File: config.mk
export PLATFORM = sky130hd
export DESIGN_NAME = median_window_feeder
export DESIGN_NICKNAME = d
export VERILOG_FILES = /design/src/rtl/median_pkg.sv /design/src/rtl/median_result_slot.sv /design/src/rtl/median_window_feeder.sv
export SDC_FILE = /design/constraint.sdc
export NUM_CORES = 1
export LEC_CHECK = 0
export CORE_MARGIN = 2
export CORE_UTILIZATION = 54
export CTS_CLUSTER_DIAMETER = 40
export DETAILED_ROUTE_END_ITERATION = 8
export PLACE_DENSITY = 0.93
export SLEW_MARGIN = 20
export SYNTH_ARGS = -nofsm -noshare
export SYNTH_HDL_FRONTEND = slang
export SYNTH_SLANG_ARGS = --single-unit
export TNS_END_PERCENT = 5
File: constraint.sdc
create_clock -name CLK -period 4.1 [get_ports CLK]
set_input_delay 0.82 -clock CLK [delete_from_list [all_inputs] [get_ports CLK]]
set_output_delay 0.82 -clock CLK [all_outputs]
set_load 0.02 [all_outputs]
File: src/rtl/median_pkg.sv
// Shared types and constants for the serial median feeder and its result slot.
package median_pkg;

  localparam int N_TAPS = 9;
  localparam int W_DEF  = 8;

  typedef enum logic [1:0] {IDLE, SEND, WAIT, GAPW} feed_state_t;

endpackage

File: src/rtl/median_result_slot.sv
// One-entry W-bit result register: load sets valid the next cycle, valid holds until MED_READY.
// Load and drain never coincide because the feeder only starts a window when the slot is empty or draining.
module median_result_slot
  import median_pkg::*;
#(
  parameter int W = W_DEF
) (
  input  logic         CLK,
  input  logic         nRST,
  input  logic         load,
  input  logic [W-1:0] data,
  output logic [W-1:0] MED_O,
  output logic         MED_VALID,
  input  logic         MED_READY
);

  always_ff @(posedge CLK or negedge nRST) begin
    if (!nRST) begin
      MED_O     <= '0;
      MED_VALID <= 1'b0;
    end else if (load) begin
      MED_O     <= data;
      MED_VALID <= 1'b1;
    end else if (MED_VALID && MED_READY) begin
      MED_VALID <= 1'b0;
    end
  end

endmodule

File: src/rtl/median_window_feeder.sv
// Serializes a 3x3 window into 9 DSI strobes (first strobe the cycle after accept), waits for DSO, then
// offers the median on a valid/ready slot; WIN_READY is low unless idle with the slot empty or draining.
module median_window_feeder
  import median_pkg::*;
#(
  parameter int W   = W_DEF,
  parameter int GAP = 2,
  parameter int TMO = 64
) (
  input  logic              CLK,
  input  logic              nRST,
  input  logic [N_TAPS*W-1:0] WIN_I,
  input  logic              WIN_VALID,
  output logic              WIN_READY,
  output logic [W-1:0]      DI_O,
  output logic              DSI_O,
  input  logic [W-1:0]      DO_I,
  input  logic              DSO_I,
  output logic [W-1:0]      MED_O,
  output logic              MED_VALID,
  input  logic              MED_READY,
  output logic              ERR
);

  localparam int WCW = $clog2(TMO);
  localparam int GCW = $clog2(GAP + 1);

  localparam logic [3:0]     LAST_TAP = 4'(N_TAPS - 1);
  localparam logic [WCW-1:0] WC_MAX   = WCW'(TMO - 1);
  localparam logic [WCW-1:0] WC_TRIP  = WCW'(TMO - 2);
  localparam logic [GCW-1:0] GC_MAX   = GCW'(GAP);
  localparam logic [GCW-1:0] GC_DONE  = GCW'(GAP - 1);

  feed_state_t         state, state_nxt;
  logic                armed;
  logic [N_TAPS*W-1:0] taps;
  logic [3:0]          tap_cnt;
  logic [WCW-1:0]      wait_cnt;
  logic [GCW-1:0]      gap_cnt;
  logic                accept, last_tap, got_dso, timeout, gap_done;

  // armed keeps WIN_READY low while nRST is asserted, even though IDLE would otherwise allow it
  assign WIN_READY = armed && (state == IDLE) && (!MED_VALID || MED_READY);
  assign accept    = WIN_VALID && WIN_READY;
  assign last_tap  = (state == SEND) && (tap_cnt == LAST_TAP);
  assign got_dso   = (state == WAIT) && DSO_I;
  // fires on the cycle the wait counter would reach TMO-1; a coincident DSO takes priority
  assign timeout   = (state == WAIT) && !DSO_I && (wait_cnt == WC_TRIP);
  // gap_cnt holds completed low cycles; the current GAPW cycle makes up the rest
  assign gap_done  = (gap_cnt >= GC_DONE);

  always_ff @(posedge CLK or negedge nRST) begin
    if (!nRST) state <= IDLE;
    else       state <= state_nxt;
  end

  always_comb begin
    state_nxt = state;
    case (state)
      IDLE:    if (accept)             state_nxt = SEND;
      SEND:    if (last_tap)           state_nxt = WAIT;
      WAIT:    if (got_dso || timeout) state_nxt = GAPW;
      GAPW:    if (gap_done)           state_nxt = IDLE;
      default:                         state_nxt = IDLE;
    endcase
  end

  always_ff @(posedge CLK or negedge nRST) begin
    if (!nRST) begin
      armed    <= 1'b0;
      taps     <= '0;
      tap_cnt  <= '0;
      wait_cnt <= '0;
      gap_cnt  <= '0;
      DI_O     <= '0;
      DSI_O    <= 1'b0;
      ERR      <= 1'b0;
    end else begin
      armed <= 1'b1;
      if (accept) begin
        DI_O     <= WIN_I[W-1:0];
        DSI_O    <= 1'b1;
        taps     <= WIN_I >> W;
        tap_cnt  <= '0;
        wait_cnt <= '0;
        gap_cnt  <= '0;
      end else if (state == SEND) begin
        if (last_tap) begin
          DI_O  <= '0;
          DSI_O <= 1'b0;
        end else begin
          DI_O    <= taps[W-1:0];
          taps    <= taps >> W;
          tap_cnt <= tap_cnt + 4'd1;
        end
      end
      if ((state == WAIT) && (wait_cnt != WC_MAX)) wait_cnt <= wait_cnt + 1'b1;
      if (((state == WAIT) || (state == GAPW)) && (gap_cnt != GC_MAX)) gap_cnt <= gap_cnt + 1'b1;
      if (timeout) ERR <= 1'b1;
    end
  end

  median_result_slot #(.W(W)) u_slot (
    .CLK       (CLK),
    .nRST      (nRST),
    .load      (got_dso),
    .data      (DO_I),
    .MED_O     (MED_O),
    .MED_VALID (MED_VALID),
    .MED_READY (MED_READY)
  );

endmodule

==> Yosys cells after proc, flatten, opt, wreduce, memory -nomap -nowiden <==
Index checks and enable logic that the tools add are counted.
{ "totals": {"regBits": 106, "out_inout_bits": 20} }
{ "classes": {"reduce_logical": 24, "magnitude_cmp": 1, "n_eq_ne": 12, "add_sub_neg": 3, "n_mux": 23} }
{ "op_table": {"columns": ["cell", "count"], "rows": [
  ["72-bit 2-to-1 mux", 3],
  ["8-bit 2-to-1 mux", 3],
  ["2-bit 2-to-1 mux", 6],
  ["4-bit 2-to-1 mux", 3],
  ["6-bit 2-to-1 mux", 2],
  ["1-bit logical AND", 10],
  ["2-bit != test (second input constant)", 5],
  ["2-bit nonzero test", 5],
  ["2-bit case mux with 4 select lines", 1],
  ["6-bit by 1-bit adder with 6-bit output (second input constant)", 1],
  ["6-bit == test (second input constant)", 1],
  ["6-bit != test (second input constant)", 1],
  ["1-bit 2-to-1 mux", 5],
  ["4-bit by 1-bit adder with 4-bit output (second input constant)", 1],
  ["2-bit == test (second input constant)", 2],
  ["4-bit == test (second input constant)", 1],
  ["2-bit AND reduction", 2],
  ["4-bit AND reduction", 1],
  ["1-bit logical OR", 3],
  ["2-bit by 1-bit adder with 2-bit output (second input constant)", 1],
  ["2-bit by 1-bit == test with 1-bit output (second input constant)", 1],
  ["2-bit by 1-bit >= comparator with 1-bit output (second input constant)", 1],
  ["1-bit logical NOT", 2],
  ["2-bit logical NOT", 1],
  ["2-bit by 1-bit != test with 1-bit output (second input constant)", 1]
]} }

==> Logic depth before layout (Yosys ltp) <==
{ "depth": {"depth_word": 6, "mapped_depth": 9} }

==> Modules after synthesis <==
A second synthesis with hierarchy kept.
{ "unflattened": {"hier_cells": 480, "hier_area_um2": 4499.3} }
{ "modules_own_cells": {"columns": ["mod", "area_per_inst_um2", "n_inst", "cells_per_inst"], "rows": [
  ["median_window_feeder", 4130.2, 1, 460],
  ["median_result_slot", 369.1, 1, 20]
]} }

==> Least setup slack after synthesis <==
No wires, ideal clock.
{ "synth_timing": {"kind": "input -> output", "startpoint": "input port MED_READY", "endpoint": "output port WIN_READY", "setup_slack_ps": 2081, "path_stages": 2, "n_path_buf": 0, "t_required_ps": 3280, "arrival_ps": 1199, "path_cell_list": "nand2b_4 > and3_1"} }
{ "synth_between": {"elab_chain_len": 2} }
{ "synth_rtl": {"columns": ["item", "line", "rtl"], "rows": [
  ["start: declaration", "median_window_feeder.sv:21", "input logic MED_READY,"],
  ["1-bit logical OR", "median_window_feeder.sv:43", "assign WIN_READY = armed && (state == IDLE) && (!MED_VALID || MED_READY);"],
  ["1-bit logical AND", "median_window_feeder.sv:43", null],
  ["end: declaration", "median_window_feeder.sv:14", "output logic WIN_READY,"]
]} }
Every way passes these cells.

==> Worst setup path after layout <==
Ends and elaborated chain as after synthesis.

==> impl_metrics.env <==
export IMPL_status="completed"
export IMPL_pwr_density_cell_nw_per_um2=718
export IMPL_r2r_cells=6
export IMPL_hp_start="ERR$_DFFE_PN0P_"
export IMPL_critical_path_arrival_ns=2.19
export IMPL_start_kind="primary input"
export IMPL_fin_crit_ns=3.01
export IMPL_ys_types=41
export IMPL_dieArea_sq_um=9220
export IMPL_seqCellArea_sq_um=2450
export IMPL_crit_path_end_kind="primary output"
export IMPL_synth_edff_count=0
export IMPL_grt_pass1_vias=3948
export IMPL_drive_above_1_share=0.0995
export IMPL_drt_total_wl_microns=11400
export IMPL_avgSynthCellArea_sq_um=9.60
export IMPL_critPathMaxFanout=5
export IMPL_port_buffers=104
export IMPL_hold_viol=0
export IMPL_syn_nets=571
export IMPL_antenna_left=0
export IMPL_yosysSeqAreaShare=0.537
export IMPL_min_to="ERR$_DFFE_PN0P_"
export IMPL_reg2reg_from="state[0]$_DFFE_PN0P_"
export IMPL_tritoncts="yes"
export IMPL_antenna_found_initial=0
export IMPL_vias=3868
export IMPL_synth_top_cell_area_share=0.537
export IMPL_clk_pin_slew_ns=0.09
export IMPL_clk_path_buf_depth=2
export IMPL_fin_skew_ns=0.00745
export IMPL_cts_buffers=9
export IMPL_ys_ff_latch=98
export IMPL_overflow=0
export IMPL_htree_levels=3
export IMPL_r2r_end="DI_O[3]$_DFFE_PN0P_"
export IMPL_min_path_type="flip-flop to flip-flop"
export IMPL_drt_iter0_drc=248
export IMPL_die_w_microns=96
export IMPL_grt_util_all_layers=0.260
export IMPL_cts_sinks=98
export IMPL_finalSetupTns_ns=0
export IMPL_holdWs_ns=0.466
export IMPL_yosys_warnings=0
export IMPL_grt_setup_unrepaired="no"
export IMPL_ios=105
export IMPL_holdPathStages=1
export IMPL_setup_viol=0
export IMPL_fillCellCount=576
export IMPL_critical_path_class="primary input to primary output"
export IMPL_grt_max_degree=90
export IMPL_drv_slew=0
export IMPL_holdBufCountCts=0
export IMPL_drcViolationCount=0
export IMPL_layout_nets=663
export IMPL_post_cts_repair_setup_buffers=0
export IMPL_hpwl_microns=7940
export IMPL_fin_area_sq_um=5800
export IMPL_required_ns=3.28
export IMPL_ctsResizeCount=0
export IMPL_multiInputGateArea_sq_um=1860
export IMPL_synth_top_cell_by_area="dfrtp_1"
export IMPL_die_h_microns=96
export IMPL_detailed_place_area_sq_um=5610
export IMPL_fmax_mhz=332
export IMPL_p_leak_nw=2.56
export IMPL_synth_async_reset_ratio=1.00
export IMPL_antenna_cells=0
export IMPL_core_area_sq_um=8220
export IMPL_synth_cells=476
export IMPL_ff2ff_setup_slack_ns=1.76
export IMPL_via_per_inst=5.71
export IMPL_relSlewSlack=0.301
export IMPL_gp_congestion=0.825
export IMPL_synthTopCellsByArea="dfrtp_1, nand2_1, nor2_1, a31oi_1, a31oi_2"
export IMPL_initial_utilization=0.556
export IMPL_first_pass_iters=5
export IMPL_core_rowCount=33
export IMPL_syn_cell_area_sq_um=4570
export IMPL_max_cap_violations=0
export IMPL_grt_pass1_wl_microns=18400
export IMPL_worst_slew_pin_slew_ns=1.04
export IMPL_min_period_over_period=0.734
export IMPL_synthToLayoutAreaGrowth_pct=26.8
export IMPL_yosys_most_used_dff="dfrtp_1"
export IMPL_cts_root_buf="clkbuf_8"
export IMPL_wl_per_cell_microns=16.8
export IMPL_clk_latency_ns=0.35
export IMPL_vdd_drop_max_mv=0.398
metrics by stage:
step | setup slack (ns) | instances | util | power (mW)
6_report | 1.09 | 678 | 0.705 | 4.16
5_1_grt | 1.05 | 678 | 0.705 | 4.46
4_1_cts | 1.09 | 678 | 0.705 | 4.17
3_5_place_dp | 1.10 | 662 | 0.682 | 3.55
3_3_place_gp | 1.12 | 662 | 0.682 | 3.41
2_1_floorplan | 2.08 | 476 | - | 3.01
registers in the layout, summed over array words and instances, names as in the netlist:
name / cells
DI_O: 8
DSI_O: 1
ERR: 1
armed: 1
gap_cnt: 2
state: 2
tap_cnt: 4
taps: 64
u_slot.MED_O: 8
u_slot.MED_VALID: 1
wait_cnt: 6
metal layers:
metal	part of all wire	wire, microns	GRT usage	up-vias
met1	0.40	4520	0.321	1886
met2	0.52	5860	0.456	171
met4	0.012	142	0.0917	0
met3	0.073	833	0.0493	12
met5	0	0	0	-
li1	-	-	-	1799
where the power goes:
part	leakage [nW]	switching, mW	internal, mW
combinational	1.26	0.990	0.808
sequential	1.21	0.305	1.44
clock	0.0893	0.331	0.281
synthesized netlist by cell type (2+ instances only):
cell	count
a221oi_1	8
a21oi_1	2
o21ai_0	9
nand2_2	10
a31oi_1	46
nor2_1	77
buf_8	3
a31oi_2	10
nand4_1	2
xor2_1	2
a22o_1	8
xnor2_1	3
buf_12	2
buf_6	2
ha_1	10
nand3_1	10
nand2_1	112
clkbuf_1	8
inv_1	11
dfrtp_1	98
or3_1	2
buf_2	14
mux2_2	9
worst max path at each step:
stage | start | endpoint | slack (ns) | depth (start not counted)
final | MED_READY | WIN_READY | 1.09 | 4
after global placement | MED_READY | WIN_READY | 1.12 | 4
after CTS | MED_READY | WIN_READY | 1.09 | 4
after global routing | MED_READY | WIN_READY | 1.05 | 4
after detailed placement | MED_READY | WIN_READY | 1.10 | 4
after floorplan | MED_READY | WIN_READY | 2.08 | 2
cells by family after synthesis:
family | Yosys count | share of synthesized area
and+or+nand+nor | 219 | 0.199
DFF | 98 | 0.537
AOI/OAI and AO/OA | 92 | 0.148
buffers and inverters | 42 | 0.0569
adders and majority gates | 10 | 0.0274
muxes | 9 | 0.0222
xor gates and xnor gates | 5 | 0.00958
other | 1 | 0.000820
cell type report:
type,instances,area share
multi-input cells,336,0.321
inverters,12,0.00777
clock inverters,5,0.00950
repair buffers,111,0.193
flip-flops and latches,98,0.423
clock buffers,11,0.0227
well taps,105,0.0227
critical path, stage by stage:
cell and delay, ns:
clkdlybuf4s50_1 0.46, nand2b_4 0.14, and3_1 0.17, clkdlybuf4s50_1 0.60
placed cells by master, fill, tap and decap left out, types with 8 or more instances in the layout:
master           netlist  routed
nor2_1                77      77
a22o_1                 8       8
clkbuf_8               0       9
mux2_2                 9       9
nand2_2               10      11
inv_1                 11      11
a31oi_1               46      46
dfrtp_1               98      98
nand3_1               10      10
nand2_1              112     111
a31oi_2               10      10
ha_1                  10      10
o21ai_0                9       9
a221oi_1               8       8
clkdlybuf4s50_1        0     103
(Power assumes the default switching activity.)
